`src/rtl/dmem_arbiter.sv`:
```
// dmem_arbiter
// Shares the single data-memory port between the core load/store unit and an
// external master (debug/DMA loader). Core has fixed priority, bounded by a
// starvation counter so a waiting external master wins after MAX_WAIT cycles.
// Grants are combinational; read data is registered per requester with a
// one-cycle valid strobe.
//
// Ports:
//   CLK, RST_N                      clock, async active-low reset
//   c_req/c_we/c_funct3/c_addr/c_wdata  core request and operands
//   c_gnt, c_rvalid, c_rdata        core grant and read response
//   e_req/e_we/e_funct3/e_addr/e_wdata  external master request and operands
//   e_gnt, e_rvalid, e_rdata        external master grant and read response
//   mem_A, mem_WD, mem_WE, mem_funct3   data-memory request side
//   mem_RD                          data-memory combinational read data
`timescale 1ns/1ps

module dmem_arbiter #(
  parameter int ADDR_W   = 32,
  parameter int DATA_W   = 32,
  parameter int MAX_WAIT = 3
) (
  input  logic              CLK,
  input  logic              RST_N,

  input  logic              c_req,
  input  logic              c_we,
  input  logic [2:0]        c_funct3,
  input  logic [ADDR_W-1:0] c_addr,
  input  logic [DATA_W-1:0] c_wdata,
  output logic              c_gnt,
  output logic              c_rvalid,
  output logic [DATA_W-1:0] c_rdata,

  input  logic              e_req,
  input  logic              e_we,
  input  logic [2:0]        e_funct3,
  input  logic [ADDR_W-1:0] e_addr,
  input  logic [DATA_W-1:0] e_wdata,
  output logic              e_gnt,
  output logic              e_rvalid,
  output logic [DATA_W-1:0] e_rdata,

  output logic [ADDR_W-1:0] mem_A,
  output logic [DATA_W-1:0] mem_WD,
  output logic              mem_WE,
  output logic [2:0]        mem_funct3,
  input  logic [DATA_W-1:0] mem_RD
);

  localparam logic [3:0] MAX_WAIT_C = 4'(MAX_WAIT);

  logic [3:0] wait_cnt;
  logic       force_e;

  // Only byte/half/word stores are legal; other codes are granted but dropped.
  function automatic logic store_ok(input logic [2:0] f3);
    return (f3 == 3'b000) || (f3 == 3'b001) || (f3 == 3'b010);
  endfunction

  assign force_e = (wait_cnt == MAX_WAIT_C);

  // Grants are gated by RST_N so nothing reaches memory while in reset.
  always_comb begin
    c_gnt = 1'b0;
    e_gnt = 1'b0;
    if (RST_N) begin
      if (c_req && e_req) begin
        e_gnt = force_e;
        c_gnt = !force_e;
      end else begin
        c_gnt = c_req;
        e_gnt = e_req;
      end
    end
  end

  // With no grant the port idles on the core operands, write disabled.
  always_comb begin
    mem_A      = c_addr;
    mem_WD     = c_wdata;
    mem_funct3 = c_funct3;
    mem_WE     = 1'b0;
    if (e_gnt) begin
      mem_A      = e_addr;
      mem_WD     = e_wdata;
      mem_funct3 = e_funct3;
      mem_WE     = e_we && store_ok(e_funct3);
    end else if (c_gnt) begin
      mem_WE = c_we && store_ok(c_funct3);
    end
  end

  // Counts cycles the external master has been refused; saturates so the
  // force condition stays asserted until it is actually granted.
  always_ff @(posedge CLK or negedge RST_N) begin
    if (!RST_N) begin
      wait_cnt <= '0;
    end else if (e_req && !e_gnt) begin
      if (wait_cnt < MAX_WAIT_C)
        wait_cnt <= wait_cnt + 4'd1;
    end else begin
      wait_cnt <= '0;
    end
  end

  always_ff @(posedge CLK or negedge RST_N) begin
    if (!RST_N) begin
      c_rvalid <= 1'b0;
      c_rdata  <= '0;
      e_rvalid <= 1'b0;
      e_rdata  <= '0;
    end else begin
      c_rvalid <= c_gnt && !c_we;
      e_rvalid <= e_gnt && !e_we;
      if (c_gnt && !c_we)
        c_rdata <= mem_RD;
      if (e_gnt && !e_we)
        e_rdata <= mem_RD;
    end
  end

endmodule

```
`config.mk`:
```
export PLATFORM = sky130hd
export DESIGN_NAME = dmem_arbiter
export DESIGN_NICKNAME = d
export VERILOG_FILES = /design/src/rtl/dmem_arbiter.sv
export SDC_FILE = /design/constraint.sdc
export NUM_CORES = 1
export LEC_CHECK = 0
export ABC_AREA = 0
export CAP_MARGIN = 20
export CORE_AREA = 2 2 120 122
export CTS_BUF_LIST = sky130_fd_sc_hd__clkbuf_4 sky130_fd_sc_hd__clkbuf_8
export CTS_CLUSTER_DIAMETER = 30
export DETAILED_ROUTE_END_ITERATION = 8
export DIE_AREA = 0 0 122 124
export PLACE_DENSITY = 0.69
export SLEW_MARGIN = 20
export SYNTH_ARGS = -nofsm -noshare
export SYNTH_HDL_FRONTEND = slang
export SYNTH_SLANG_ARGS = --single-unit
```
`constraint.sdc`:
```
create_clock -name CLK -period 5 [get_ports CLK]
set_input_delay 1.5 -clock CLK [delete_from_list [all_inputs] [get_ports CLK]]
set_output_delay 1.5 -clock CLK [all_outputs]
set_load 0.05 [all_outputs]
```
=== Word level (Yosys, flattened, before mapping) ===
Index checks and enable logic that the tools add are counted.

* Register bits after elaboration: 70
* Bits in latches: 0
* Bits in writable memories: 0
* Bits in read-only memories: 0
* Bits of input ports: 172
* Output and inout bits: 136
* Word-level logic and storage cells: 40
* Memories kept: 0

* Add/subtract/negate cells: 1
* Multiply operators: 0
* Divide/modulo/power cells: 0
* Order comparisons: 1
* Equal/unequal tests: 6
* Shift operators: 0
* Muxes and demuxes: 11
* Bitwise operators: 0
* Reduce and logical (&&, ||, !) cells: 16

{| class="wikitable"
|+ Operator list
! kind !! count
|-
| $mux 32 || 2
|-
| $mux 4 || 2
|-
| $eq 3x1->1 const B || 2
|-
| $eq 3x2->1 const B || 2
|-
| $logic_and 1x1->1 || 6
|-
| $logic_not 3->1 || 2
|-
| $mux 1 || 6
|-
| $add 4x1->4 const B || 1
|-
| $eq 4x2->1 const B || 1
|-
| $logic_not 1->1 || 4
|-
| $logic_or 1x1->1 || 4
|-
| $lt 4x2->1 const B || 1
|-
| $mux 3 || 1
|-
| $ne 2x1->1 const B || 1
|}

=== Longest topological paths before layout ===
* Word-level depth: 6
* Gate-level depth with buffers: 6
* Mapped depth without buffers: 4

=== Least setup slack after synthesis ===
Ideal clock, no wire load.

* Kind: input -> output
* Start point: input c_req
* End point: output mem_WE
* Data arrival time: 3123 ps
* Data required time: 3500 ps
* Path slack: 377 ps
* Cell stages on the path: 4
* Path buffers: 1
* Cell sequence: clkbuf_2 -> nand2_1 -> a21oi_1 -> a22o_1

* Word-level cells in the longest chain between the ends: 5
* Elaborated cells on any way between the ends: 7
* Classes of those cells: mux: 6; reduce/logical: 1

{| class="wikitable"
|+ Ends and longest elaborated chain
! what !! RTL line !! text
|-
| start: declaration || 26 || <nowiki>input logic c_req,</nowiki>
|-
| $logic_and 1x1->1 || 68 || <nowiki>if (c_req && e_req) begin</nowiki>
|-
| $mux 1 * || 68 ||
|-
| $mux 1 * || 67 || <nowiki>if (RST_N) begin</nowiki>
|-
| named net c_gnt || 31 || <nowiki>output logic c_gnt,</nowiki>
|-
| $mux 1 * || 89 || <nowiki>end else if (c_gnt) begin</nowiki>
|-
| $mux 1 * || 84 || <nowiki>if (e_gnt) begin</nowiki>
|-
| end: declaration || 46 || <nowiki>output logic mem_WE,</nowiki>
|}

Mark *: on every way through the listed nets, which the timed path passes. The rest lies on a longest branch.

=== Worst setup path after layout ===
* Start point: input c_req
* End point: output mem_WD[9]

* Word-level cells in the longest chain between the ends: 4

{| class="wikitable"
|+ Ends and longest elaborated chain
! what !! RTL line !! text
|-
| $logic_and 1x1->1 || 68 ||
|-
| $mux 1 || 68 ||
|-
| $mux 1 || 67 ||
|-
| $mux 32 || 84 ||
|-
| end: declaration || 45 || <nowiki>output logic [DATA_W-1:0] mem_WD,</nowiki>
|}

Every way passes these cells.

==> summary.txt <==
Floorplan
  – Die area: 15100 sq um
  – Core footprint: 13700 sq um
  – Num rows: 43
  – Die height: 124 microns
  – Ports: 308
  – Die width: 122 microns
  – Starting Density: 25.6%

Power
  – Leakage power: 0.00283 uW
  – Pwr/cell area: 351 nW/um^2
  – Overall power: 2400 uW
  – Max IR drop VDD: 0.254 mV

CTS
  – Clock-pin slew on the worst setup and hold paths: 0.06 ns
  – Hold-fix buffers at CTS: 0
  – H-tree levels: 3
  – CTS Buffer Depth: 2
  – CTS Buf Count: 9
  – Root buf cell: clkbuf_8
  – CTS-repair resized insts: 0
  – Post CTS Setup Buffer Count: 0
  – Sink Count: 70
  – CTS tree: yes
  – Clock latency on the worst-skew pair: 0.35 ns

Synth
  – Area of the mapped netlist: 3510 sq um
  – Sequential area share after synthesis: 49.9%
  – Syn_area_per_cell: 14.7 sq um
  – Post-synth top area share: 49.9%
  – Synth warn: 0
  – Area leader, netlist: dfrtp_1
  – Async set or reset register ratio after synthesis: 100%
  – Register bit total from synthesis: 70
  – Synth Net Count: 412
  – Mapped Cells: 239
  – Leading register cell type out of synthesis: dfrtp_1
  – Synth cell types: 22
  – Synth area leaders: dfrtp_1 50%, mux2_2 42%, buf_6 1.3%
  – Number of synthesized flops with an enable pin: 0

Critical path
  – Reg-to-reg critical path endpoint: e_rdata[21]$_DFFE_PN0P_
  – Critical path data required time: 3.50 ns
  – CP bufs+invs: 3
  – Max stage delay on crit path: 0.57 ns
  – Worst setup SP type: primary input
  – Crit-path cells: clkdlybuf4s50_1 > a21oi_4 > buf_12 > mux2_2 > buf_4
  – Crit Path Max Fanout: 69
  – Worst reg2reg path startpoint: wait_cnt[0]$_DFFE_PN0P_
  – Arrival @ worst endpoint: 3.30 ns
  – Worst path slowest cell: clkdlybuf4s50_1
  – Reg2reg path depth: 5
  – Largest delay share family, worst path: buffers and inverters
  – Crit path capture type: primary output
  – Setup Crit Path Kind: in2out
  – Worst reg2reg setup slack: 2.76 ns

STA
  – Worst Skew: 0.00787 ns
  – Final-report hold violation count: 0
  – Setup TNS: 0 ns
  – Worst-Margin Slew: 0.925 ns
  – Max-slew violations: 0
  – Fraction of the cycle the final worst path needs: 96.0%
  – Fmax: 208 MHz
  – Final worst path period need: 4.80 ns
  – RSZ-0062 raised after global routing: no
  – Max_slew headroom: 38.3%
  – Final WS setup: 0.202 ns
  – Setup violations, final: 0

Run
  – Max-Cap Viols: 0

Cells and area
  – Final layout net count: 721
  – Fin cells: 732
  – Area delta synth->final: 94.6%
  – Design Area, Final: 6830 sq um
  – Ratio of cells with drive above 1 in the final layout: 40.8%
  – Filler instances: 1250

Global route
  – GRT Util Overall: 17.7%
  – Initial antenna violation count: 0
  – Pin count of the biggest net entering global routing: 74
  – Vias in the first global route: 3348
  – GR Overflow Total: 0
  – First-pass GRT wire length: 19.8 mm

Place
  – Pre-CTS setup slack: 0.229 ns
  – Final GP Congestion: 0.817
  – Dpl hpwl: 11.4 mm
  – Buffers on Ports: 307
  – Placed cells: 717
  – Area after DPL: 6630 sq um

Route
  – DR vias: 3230
  – Antenna Nets Post-Route: 0
  – Drt first-iter violations: 129
  – WL/cell: 19.7 microns
  – Detailed-router iteration count before antenna repair: 4
  – DRC Markers: 0
  – Via density: 4.41
  – Total Wirelength: 14.4 mm

Min path
  – Hold crit path type: reg2reg
  – Worst hold start: c_rdata[31]$_DFFE_PN0P_
  – Worst hold path stage count: 1
  – Worst hold endpoint: c_rdata[31]$_DFFE_PN0P_

Run status
  – Status: complete, no violations
[sequential cells by signal, summed over array words and instances, names as in the netlist]
register and flops:
c_rvalid 1, wait_cnt 4, e_rdata 32, e_rvalid 1, c_rdata 32
[cell type report]
class	count	area [sq um]	share of cell area (%)
antenna	1	2.50	0.0366
clock buffer	13	166	2.44
clock inverter	1	30.0	0.439
inverter	3	11.3	0.165
multi-input combinational	152	1670	24.4
sequential	70	1750	25.6
tap	180	225	3.30
timing repair buffer	312	2980	43.6
[per-stage QoR]
step | hold WS, ns | util (%)
after floorplan | 0.532 | -
after global placement | 0.490 | 48.4
after detailed placement | 0.494 | 48.4
after CTS | 0.511 | 49.8
after global routing | 0.524 | 49.8
final | 0.505 | 49.8
[Yosys cell counts, types with 2 or more instances]
| master | n |
|---|---|
| mux2_2 | 131 |
| dfrtp_1 | 70 |
| buf_2 | 8 |
| buf_6 | 4 |
| a211oi_1 | 3 |
| inv_1 | 3 |
| nand2_1 | 3 |
| a21oi_1 | 2 |
| o211a_1 | 2 |
[routing by layer]
metal  share of wire [%]  track usage [%]  vias to the layer above
met3                  10             6.23                       14
li1                    -                -                     1493
met2                  51             31.2                      147
met4                 1.4             6.25                        0
met1                  37             19.9                     1576
met5                   0                0                        -
[where the power goes]
group | total [uW] | switching [uW] | internal, uW | leakage (uW)
Combinational | 1210 | 728 | 478 | 0.00188
Sequential | 736 | 56.9 | 679 | 0.000844
Clock | 455 | 192 | 264 | 0.000102
Total | 2400 | 976 | 1420 | 0.00283
[kinds of logic (layout without fill, tap and decap cells)]
kind of cell / count (synthesis) / after routing / share of synthesized area [%]
fa+ha+maj: 1 / 1 / 0.356
flops: 70 / 70 / 49.9
mux: 132 / 132 / 42.3
simple gates: 7 / 7 / 1.18
compound gates: 11 / 11 / 2.92
buf+inv: 17 / 329 / 3.10
other cells: 0 / 1 / 0
xor+xnor: 1 / 1 / 0.250
[how the worst max path moves through the flow]
stage	from	end	slack [ns]	cells past startpoint
3_3_place_gp	e_req	mem_WD[18]	0.23	6
4_1_cts	c_req	mem_WD[18]	0.22	5
5_1_grt	e_req	mem_WD[9]	0.16	6
3_5_place_dp	c_req	mem_WD[18]	0.23	5
2_1_floorplan	c_req	mem_WE	0.38	4
6_report	c_req	mem_WD[9]	0.20	5
[cell usage in the layout, fill, tap and decap left out]
| cell | Yosys | routed |
|---|---|---|
| a211oi_1 | 3 | 3 |
| a211oi_4 | 1 | 2 |
| a21oi_1 | 2 | 2 |
| a21oi_4 | 0 | 1 |
| a22o_1 | 1 | 1 |
| buf_12 | 0 | 4 |
| buf_2 | 8 | 1 |
| buf_4 | 1 | 71 |
| bufinv_16 | 0 | 1 |
| clkbuf_4 | 0 | 2 |
| clkbuf_8 | 0 | 11 |
| clkdlybuf4s50_1 | 0 | 236 |
| dfrtp_1 | 70 | 70 |
| diode_2 | 0 | 1 |
| ha_1 | 1 | 1 |
| inv_1 | 3 | 3 |
| mux2_2 | 131 | 131 |
| mux2i_1 | 1 | 1 |
| nand2_1 | 3 | 3 |
| nand2b_1 | 1 | 1 |
| nor3_1 | 1 | 1 |
| nor3b_1 | 1 | 1 |
| o211a_1 | 2 | 2 |
| or3b_4 | 1 | 1 |
| xnor2_1 | 1 | 1 |
No activity file was read; power rests on OpenSTA's default activity.
